`src/rtl/mem_port_arbiter_if.sv`:
```
// Fetch-port, data-port and memory-side signals around mem_port_arbiter.
// slave is the arbiter's own view; master is the view of the stages and memory around it.
interface mem_port_arbiter_if;
  logic        if_req;
  logic [63:0] if_addr;
  logic        if_ack;
  logic [79:0] if_rdata;
  logic        if_err;

  logic        dm_req;
  logic        dm_we;
  logic [63:0] dm_addr;
  logic [63:0] dm_wdata;
  logic        dm_ack;
  logic [63:0] dm_rdata;
  logic        dm_err;

  logic        mem_req;
  logic        mem_we;
  logic        mem_size;
  logic [63:0] mem_addr;
  logic [63:0] mem_wdata;
  logic        mem_ack;
  logic [79:0] mem_rdata;
  logic        mem_err;

  logic        busy;
  logic        gnt_dm;

  modport slave (
    input  if_req, if_addr, dm_req, dm_we, dm_addr, dm_wdata,
           mem_ack, mem_rdata, mem_err,
    output if_ack, if_rdata, if_err, dm_ack, dm_rdata, dm_err,
           mem_req, mem_we, mem_size, mem_addr, mem_wdata, busy, gnt_dm
  );

  modport master (
    output if_req, if_addr, dm_req, dm_we, dm_addr, dm_wdata,
           mem_ack, mem_rdata, mem_err,
    input  if_ack, if_rdata, if_err, dm_ack, dm_rdata, dm_err,
           mem_req, mem_we, mem_size, mem_addr, mem_wdata, busy, gnt_dm
  );
endinterface

```
`src/rtl/mem_port_arbiter.sv`:
```
// Shares one variable-latency memory between the fetch port (10-byte reads) and the
// data port (8-byte read/write): data-priority arbitration, fetch anti-starvation, bounds check, timeout.
module mem_port_arbiter #(
  parameter int unsigned MEM_BYTES  = 8192,
  parameter int unsigned STARVE_MAX = 3,
  parameter int unsigned TIMEOUT    = 16
) (
  input  logic               clk,
  input  logic               rst_n,
  mem_port_arbiter_if.slave  bus
);

  localparam int unsigned    SW         = (STARVE_MAX > 0) ? $clog2(STARVE_MAX + 1) : 1;
  localparam int unsigned    WW         = (TIMEOUT > 1) ? $clog2(TIMEOUT) : 1;
  localparam logic [SW-1:0]  STARVE_TOP = SW'(STARVE_MAX);
  localparam logic [WW-1:0]  WAIT_LAST  = WW'((TIMEOUT > 0) ? TIMEOUT - 1 : 0);
  localparam logic [64:0]    MEM_LIMIT  = 65'(MEM_BYTES);
  localparam bit             TIMEOUT_EN = (TIMEOUT != 0);

  typedef enum logic [1:0] {
    ST_IDLE = 2'd0,
    ST_BUSY = 2'd1,
    ST_RESP = 2'd2
  } state_t;

  state_t        state_reg, state_next;
  logic [SW-1:0] starve_reg, starve_next;
  logic [WW-1:0] wait_reg, wait_next;
  logic          gnt_dm_reg, gnt_dm_next;
  logic          we_reg, we_next;
  logic          size_reg, size_next;
  logic [63:0]   addr_reg, addr_next;
  logic [63:0]   wdata_reg, wdata_next;
  logic [79:0]   if_rdata_reg, if_rdata_next;
  logic [63:0]   dm_rdata_reg, dm_rdata_next;
  logic          if_err_reg, if_err_next;
  logic          dm_err_reg, dm_err_next;
  logic          mem_req_reg, mem_we_reg, if_ack_reg, dm_ack_reg, busy_reg;

  logic          pick_if;
  logic [63:0]   req_addr;
  logic [64:0]   req_end;
  logic          req_oob;
  logic          resp_now;
  logic          resp_err;
  logic [79:0]   resp_rdata;

  // The extra top bit keeps addresses near 2^64 from wrapping back in bounds.
  assign pick_if  = bus.if_req && (!bus.dm_req || (starve_reg == STARVE_TOP));
  assign req_addr = pick_if ? bus.if_addr : bus.dm_addr;
  assign req_end  = {1'b0, req_addr} + (pick_if ? 65'd10 : 65'd8);
  assign req_oob  = req_end > MEM_LIMIT;

  always_comb begin
    state_next    = state_reg;
    starve_next   = starve_reg;
    wait_next     = wait_reg;
    gnt_dm_next   = gnt_dm_reg;
    we_next       = we_reg;
    size_next     = size_reg;
    addr_next     = addr_reg;
    wdata_next    = wdata_reg;
    if_rdata_next = if_rdata_reg;
    dm_rdata_next = dm_rdata_reg;
    if_err_next   = if_err_reg;
    dm_err_next   = dm_err_reg;
    resp_now      = 1'b0;
    resp_err      = 1'b0;
    resp_rdata    = '0;

    case (state_reg)
      ST_IDLE: begin
        if (!bus.if_req) begin
          starve_next = '0;
        end
        if (bus.if_req || bus.dm_req) begin
          gnt_dm_next = !pick_if;
          we_next     = !pick_if && bus.dm_we;
          size_next   = pick_if;
          addr_next   = req_addr;
          wdata_next  = bus.dm_wdata;
          wait_next   = '0;
          if (pick_if) begin
            starve_next = '0;
          end else if (bus.if_req && (starve_reg != STARVE_TOP)) begin
            starve_next = starve_reg + SW'(1);
          end
          if (req_oob) begin
            state_next = ST_RESP;
            resp_now   = 1'b1;
            resp_err   = 1'b1;
          end else begin
            state_next = ST_BUSY;
          end
        end
      end
      ST_BUSY: begin
        wait_next = wait_reg + WW'(1);
        if (bus.mem_ack) begin
          state_next = ST_RESP;
          resp_now   = 1'b1;
          resp_err   = bus.mem_err;
          resp_rdata = bus.mem_rdata;
        end else if (TIMEOUT_EN && (wait_reg == WAIT_LAST)) begin
          state_next = ST_RESP;
          resp_now   = 1'b1;
          resp_err   = 1'b1;
        end
      end
      ST_RESP: begin
        state_next = ST_IDLE;
      end
      default: begin
        state_next = ST_IDLE;
      end
    endcase

    // Read data is zeroed whenever the access failed, and for data-port writes.
    if (resp_now) begin
      if (gnt_dm_next) begin
        dm_err_next   = resp_err;
        dm_rdata_next = (resp_err || we_next) ? 64'd0 : resp_rdata[63:0];
      end else begin
        if_err_next   = resp_err;
        if_rdata_next = resp_err ? 80'd0 : resp_rdata;
      end
    end
  end

  always_ff @(posedge clk or negedge rst_n) begin
    if (!rst_n) begin
      state_reg    <= ST_IDLE;
      starve_reg   <= '0;
      wait_reg     <= '0;
      gnt_dm_reg   <= 1'b0;
      we_reg       <= 1'b0;
      size_reg     <= 1'b0;
      addr_reg     <= '0;
      wdata_reg    <= '0;
      if_rdata_reg <= '0;
      dm_rdata_reg <= '0;
      if_err_reg   <= 1'b0;
      dm_err_reg   <= 1'b0;
      mem_req_reg  <= 1'b0;
      mem_we_reg   <= 1'b0;
      if_ack_reg   <= 1'b0;
      dm_ack_reg   <= 1'b0;
      busy_reg     <= 1'b0;
    end else begin
      state_reg    <= state_next;
      starve_reg   <= starve_next;
      wait_reg     <= wait_next;
      gnt_dm_reg   <= gnt_dm_next;
      we_reg       <= we_next;
      size_reg     <= size_next;
      addr_reg     <= addr_next;
      wdata_reg    <= wdata_next;
      if_rdata_reg <= if_rdata_next;
      dm_rdata_reg <= dm_rdata_next;
      if_err_reg   <= if_err_next;
      dm_err_reg   <= dm_err_next;
      mem_req_reg  <= (state_next == ST_BUSY);
      mem_we_reg   <= (state_next == ST_BUSY) && we_next;
      if_ack_reg   <= resp_now && !gnt_dm_next;
      dm_ack_reg   <= resp_now && gnt_dm_next;
      busy_reg     <= (state_next != ST_IDLE);
    end
  end

  assign bus.if_ack    = if_ack_reg;
  assign bus.if_rdata  = if_rdata_reg;
  assign bus.if_err    = if_err_reg;
  assign bus.dm_ack    = dm_ack_reg;
  assign bus.dm_rdata  = dm_rdata_reg;
  assign bus.dm_err    = dm_err_reg;
  assign bus.mem_req   = mem_req_reg;
  assign bus.mem_we    = mem_we_reg;
  assign bus.mem_size  = size_reg;
  assign bus.mem_addr  = addr_reg;
  assign bus.mem_wdata = wdata_reg;
  assign bus.busy      = busy_reg;
  assign bus.gnt_dm    = gnt_dm_reg;

endmodule

```
`src/flat_wrapper.sv`:
```
// flat-port wrapper written by rule: the top's interface ports become plain ports
module mem_port_arbiter_flat 
#(
  parameter int unsigned MEM_BYTES  = 8192,
  parameter int unsigned STARVE_MAX = 3,
  parameter int unsigned TIMEOUT    = 16
)
  (clk, rst_n, bus_if_req, bus_if_addr, bus_dm_req, bus_dm_we, bus_dm_addr, bus_dm_wdata, bus_mem_ack, bus_mem_rdata, bus_mem_err, bus_if_ack, bus_if_rdata, bus_if_err, bus_dm_ack, bus_dm_rdata, bus_dm_err, bus_mem_req, bus_mem_we, bus_mem_size, bus_mem_addr, bus_mem_wdata, bus_busy, bus_gnt_dm);
  mem_port_arbiter_if bus_i ();
  input  logic clk;
  input  logic rst_n;
  input wire logic [$bits(bus_i.if_req)-1:0] bus_if_req;
  input wire logic [$bits(bus_i.if_addr)-1:0] bus_if_addr;
  input wire logic [$bits(bus_i.dm_req)-1:0] bus_dm_req;
  input wire logic [$bits(bus_i.dm_we)-1:0] bus_dm_we;
  input wire logic [$bits(bus_i.dm_addr)-1:0] bus_dm_addr;
  input wire logic [$bits(bus_i.dm_wdata)-1:0] bus_dm_wdata;
  input wire logic [$bits(bus_i.mem_ack)-1:0] bus_mem_ack;
  input wire logic [$bits(bus_i.mem_rdata)-1:0] bus_mem_rdata;
  input wire logic [$bits(bus_i.mem_err)-1:0] bus_mem_err;
  output wire logic [$bits(bus_i.if_ack)-1:0] bus_if_ack;
  output wire logic [$bits(bus_i.if_rdata)-1:0] bus_if_rdata;
  output wire logic [$bits(bus_i.if_err)-1:0] bus_if_err;
  output wire logic [$bits(bus_i.dm_ack)-1:0] bus_dm_ack;
  output wire logic [$bits(bus_i.dm_rdata)-1:0] bus_dm_rdata;
  output wire logic [$bits(bus_i.dm_err)-1:0] bus_dm_err;
  output wire logic [$bits(bus_i.mem_req)-1:0] bus_mem_req;
  output wire logic [$bits(bus_i.mem_we)-1:0] bus_mem_we;
  output wire logic [$bits(bus_i.mem_size)-1:0] bus_mem_size;
  output wire logic [$bits(bus_i.mem_addr)-1:0] bus_mem_addr;
  output wire logic [$bits(bus_i.mem_wdata)-1:0] bus_mem_wdata;
  output wire logic [$bits(bus_i.busy)-1:0] bus_busy;
  output wire logic [$bits(bus_i.gnt_dm)-1:0] bus_gnt_dm;
  assign bus_i.if_req = bus_if_req;
  assign bus_i.if_addr = bus_if_addr;
  assign bus_i.dm_req = bus_dm_req;
  assign bus_i.dm_we = bus_dm_we;
  assign bus_i.dm_addr = bus_dm_addr;
  assign bus_i.dm_wdata = bus_dm_wdata;
  assign bus_i.mem_ack = bus_mem_ack;
  assign bus_i.mem_rdata = bus_mem_rdata;
  assign bus_i.mem_err = bus_mem_err;
  assign bus_if_ack = bus_i.if_ack;
  assign bus_if_rdata = bus_i.if_rdata;
  assign bus_if_err = bus_i.if_err;
  assign bus_dm_ack = bus_i.dm_ack;
  assign bus_dm_rdata = bus_i.dm_rdata;
  assign bus_dm_err = bus_i.dm_err;
  assign bus_mem_req = bus_i.mem_req;
  assign bus_mem_we = bus_i.mem_we;
  assign bus_mem_size = bus_i.mem_size;
  assign bus_mem_addr = bus_i.mem_addr;
  assign bus_mem_wdata = bus_i.mem_wdata;
  assign bus_busy = bus_i.busy;
  assign bus_gnt_dm = bus_i.gnt_dm;
  mem_port_arbiter #(.MEM_BYTES(MEM_BYTES), .STARVE_MAX(STARVE_MAX), .TIMEOUT(TIMEOUT)) u_core (.clk(clk), .rst_n(rst_n), .bus(bus_i));
endmodule
```
`config.mk`:
```
export PLATFORM = sky130hd
export DESIGN_NAME = mem_port_arbiter_flat
export DESIGN_NICKNAME = d
export VERILOG_FILES = /design/src/rtl/mem_port_arbiter_if.sv /design/src/rtl/mem_port_arbiter.sv /design/src/flat_wrapper.sv
export SDC_FILE = /design/constraint.sdc
export NUM_CORES = 1
export LEC_CHECK = 0
export CORE_AREA = 2 2 219 221
export CTS_BUF_LIST = sky130_fd_sc_hd__clkbuf_2
export DETAILED_ROUTE_END_ITERATION = 8
export DIE_AREA = 0 0 221 223
export HOLD_SLACK_MARGIN = 0.1
export RECOVER_POWER = 100
export SYNTH_ARGS = -nofsm -noshare
export SYNTH_HDL_FRONTEND = slang
export SYNTH_SLANG_ARGS = --single-unit
```
`constraint.sdc`:
```
create_clock -name clk -period 7.1 [get_ports clk]
set_clock_uncertainty 0.2 [all_clocks]
set_input_delay 0.71 -clock clk [delete_from_list [all_inputs] [get_ports clk]]
set_output_delay 0.71 -clock clk [all_outputs]
set_load 0.02 [all_outputs]
```
==> summary.txt <==
Routing
  – Vias per inst: about 5.5
  – Final wirelength: around 69 mm
  – Initial drt markers: ~1600
  – Number of remaining DRC errors: 0
  – Number of nets still failing antenna checks after routing: 0
  – Vias: about 17000
  – WL/cell: 22.9 um
  – 1st-pass router iterations: 6

Setup path
  – Launching element type of the critical path: flop
  – Beginning of the worst register-to-register path: u_core.starve_reg[0]
  – Bufs and invs on worst path: 2
  – CP peak stage delay: 0.71 ns
  – Chain of cells forming the critical path: ha_1, and2b_1, nor2_1, buf_4, o32a_1, or4_1, or3_1, a2111o_1, a21oi_1, nand4b_1, o31a_2, buf_12, a21oi_1
  – FF-to-FF setup slack: approximately 1.3 ns
  – Cell type with the highest occurrence count on the critical path: a21oi_1
  – Worst-path fanout max: 48
  – Category of the critical setup timing path: flop to flop
  – Kind of capture point of the worst setup path: flop
  – Worst r2r dst: u_core.bus.dm_rdata[30]
  – Cells on worst reg2reg path: 13
  – Critical-path cell with the highest stage delay: or4_1
  – Family of cells with the greatest summed delay on the critical path: simple AND/OR/NAND/NOR gates
  – Data required time of the worst path: 7.76 ns
  – Crit path DAT: 6.48 ns

Synth
  – Cell variety after synth: 75
  – Net count after synthesis: 1924
  – Most common flop cell mapped by yosys: dfrtp_1
  – Fraction of registers with async set or reset after synthesis: 100%
  – Post-Syn Instances: between 1500 and 2000
  – Synthesis-stage register bit count: a little under 300
  – Seq/Total Area, Yosys: 48.3%
  – Area fraction of the dominant cell type after synthesis: 48.3%
  – Synth area leader: dfrtp_1
  – Leading cell types by total area after synthesis: dfrtp_1 (48%), nand2_1 (8.8%), a22oi_1 (6.2%)
  – Ys Warns: 0
  – List of most frequent post-synthesis cells: nand2_1 (353), dfrtp_1 (290), a22oi_1 (125)
  – Average instance area after synthesis: about 9 um^2
  – Count of flip-flops with a built-in enable after synthesis: 0
  – Most frequent cell after synthesis: nand2_1
  – Cell area after synthesis: 0.0150 mm^2

Floorplanning
  – Width of the die: between 200 and 250 um
  – Initial core utilization: 31.9%
  – Standard cell core area: about 0.047 mm^2
  – Area of the die: 0.0493 mm^2
  – Height of the chip: about 220 um
  – Number of I/O pins: 560
  – Rows: 80

Placement
  – Post-placement cell count: between 2000 and 3000
  – Final HPWL from detailed placement: just under 50 mm
  – Placer Congestion: approximately 0.95
  – Port-buffer cells: ~560

Clocking
  – Clk sinks: 290
  – Clock tree from TritonCTS: yes
  – Insertion delay to the later sink of the worst-skew pair: approximately 0.97 ns
  – Clock transition at the registers of the reported paths: approximately 0.1 ns
  – Largest buffer count on any clock path: 3
  – H-Tree Level Count: 3
  – Post-CTS setup buffer count: 0
  – Inserted Clock Buffers: 81
  – Clock Root Buffer: clkbuf_2

Min path
  – Hold EP: u_core.bus.dm_rdata[13]
  – Worst hold stages: 3
  – Hold path startpoint: bus_mem_rdata[13]
  – Hold WC Path Type: input pin to flop

Cells and area
  – Proportion of layout cells with a drive suffix above 1: under 10%
  – Area of combinational cells with multiple inputs: 0.00699 mm^2
  – Fill cell count: 4494
  – Final cell count without fillers: 3006
  – Number of nets in the layout: 2611
  – Sequential cell area: 0.00726 mm^2
  – Relative area change from synthesis to final layout: 53.9%
  – Max FFs per register: 80

Global routing
  – Met3 global-route usage: 7.61%
  – Routing layer with the top usage in global route: met2
  – Vias in the first global route: 16800
  – GR Util All Layers: 27.2%
  – M1 GR Usage: 34.8%
  – Initial antenna violation count: 3
  – Maximum number of pins on one net before global-route repair: 158
  – Wire length of the first global-routing pass: about 100 mm
  – GR Layer Usage met2: between 40 and 50%
  – Total congestion overflow: 0

STA
  – Worst-Margin Slew: 3.99 ns
  – Rel. slew slack: -166%
  – Minimum period implied by the final worst setup slack: around 6 ns
  – Max Clock Freq: around 170 MHz
  – Final period utilization: between 80% and 90%
  – RSZ-0062 raised after global routing: no
  – Endpoints failing hold: 0
  – Final setup violation count: 0
  – Total Neg Setup Slack: 0 ns
  – Count of pins over their slew limit: 380

Status
  – Outcome: finished with violations
  – Failing checks: capacitance limit, slew limit

Run
  – Count of maximum capacitance violations: 4

Power
  – Static leakage: a little over 10 nW
  – Power per Cell Area: 190 mW/mm^2
  – Max VDD drop: a little under 100 uV
worst max-delay path by stage:
stage                          from                      end  slack [ns]  cells after the start
2_1_floorplan            bus_if_req  u_core.bus.if_rdata[18]        1.58                     22
3_3_place_gp             bus_dm_req  u_core.bus.dm_rdata[50]        0.91                     13
3_5_place_dp             bus_dm_req  u_core.bus.dm_rdata[49]        0.80                     13
4_1_cts        u_core.starve_reg[0]  u_core.bus.dm_rdata[36]        1.42                     13
5_1_grt         u_core.state_reg[0]        u_core.bus.dm_err        0.75                      5
6_report       u_core.starve_reg[0]  u_core.bus.dm_rdata[30]        1.27                     13
worst min-delay path, cell delays in order:
cell	delay, ns
clkdlybuf4s50_1	0.46
a22oi_1	0.19
a21oi_1	0.07
cell families after synthesis:
logic type / after synthesis / share of synthesized area [%]
and+or+nand+nor: 603 / 17.9
AOI/OAI and AO/OA: 525 / 24.2
DFF: 290 / 48.3
buffers and inverters: 135 / 3.89
muxes: 51 / 3.45
xor gates and xnor gates: 35 / 2.04
adders and majority gates: 3 / 0.250
repair_timing:
action                                  CTS  global route
hold buffers                            147             0
resized for setup                         0             0
endpoints found under the hold margin   255             0
endpoints found under the setup margin    0             0
metrics by stage:
step                      power (mW)  utilization (%)  cell area [um^2]  setup slack [ns]  hold slack [ns]
after global routing            4.64             49.0             23100             0.748            0.156
final                           4.39             49.0             23100              1.27            0.259
after detailed placement        3.11             44.8             21100             0.799            0.262
after global placement          3.10             44.8             21100             0.910            0.255
after CTS                       4.52             49.6             23400              1.42            0.101
after floorplan                 2.42                -             15000              1.58            0.214
cell type report:
type                       instances  area share [%]
clock buffer                     116            2.51
clock inverter                    26           0.823
inverter                          10           0.162
multi-input combinational       1217            30.2
sequential                       290            31.4
antenna                            3          0.0325
timing repair buffer             729            31.5
tap                              615            3.33
metal layers:
| layer | wire, um | vias up |
|---|---|---|
| li1 | - | 7445 |
| met5 | 0 | - |
| met4 | 1840 | 0 |
| met3 | 6190 | 130 |
| met2 | 33000 | 897 |
| met1 | 27800 | 8185 |
power by group:
group          switching [mW]  internal (mW)
clock                   0.761          0.550
sequential             0.0701           1.79
combinational           0.710          0.513
total                    1.54           2.85
cells in the final DEF, fill, tap and decap left out, types with 17 or more instances in the layout:
master and count:
a21oi_1 171, a22oi_1 125, a31oi_1 41, a32oi_1 36, clkbuf_2 118, clkdlybuf4s50_1 277
clkinv_1 17, dfrtp_1 290, dlygate4sd3_1 427, mux2i_1 45, nand2_1 351, nand3_1 34
nand4_1 31, nor2_1 73, nor3_1 31, o21ai_0 63, xnor2_1 18, xor2_1 17
Power figures use the tool's default switching activity.
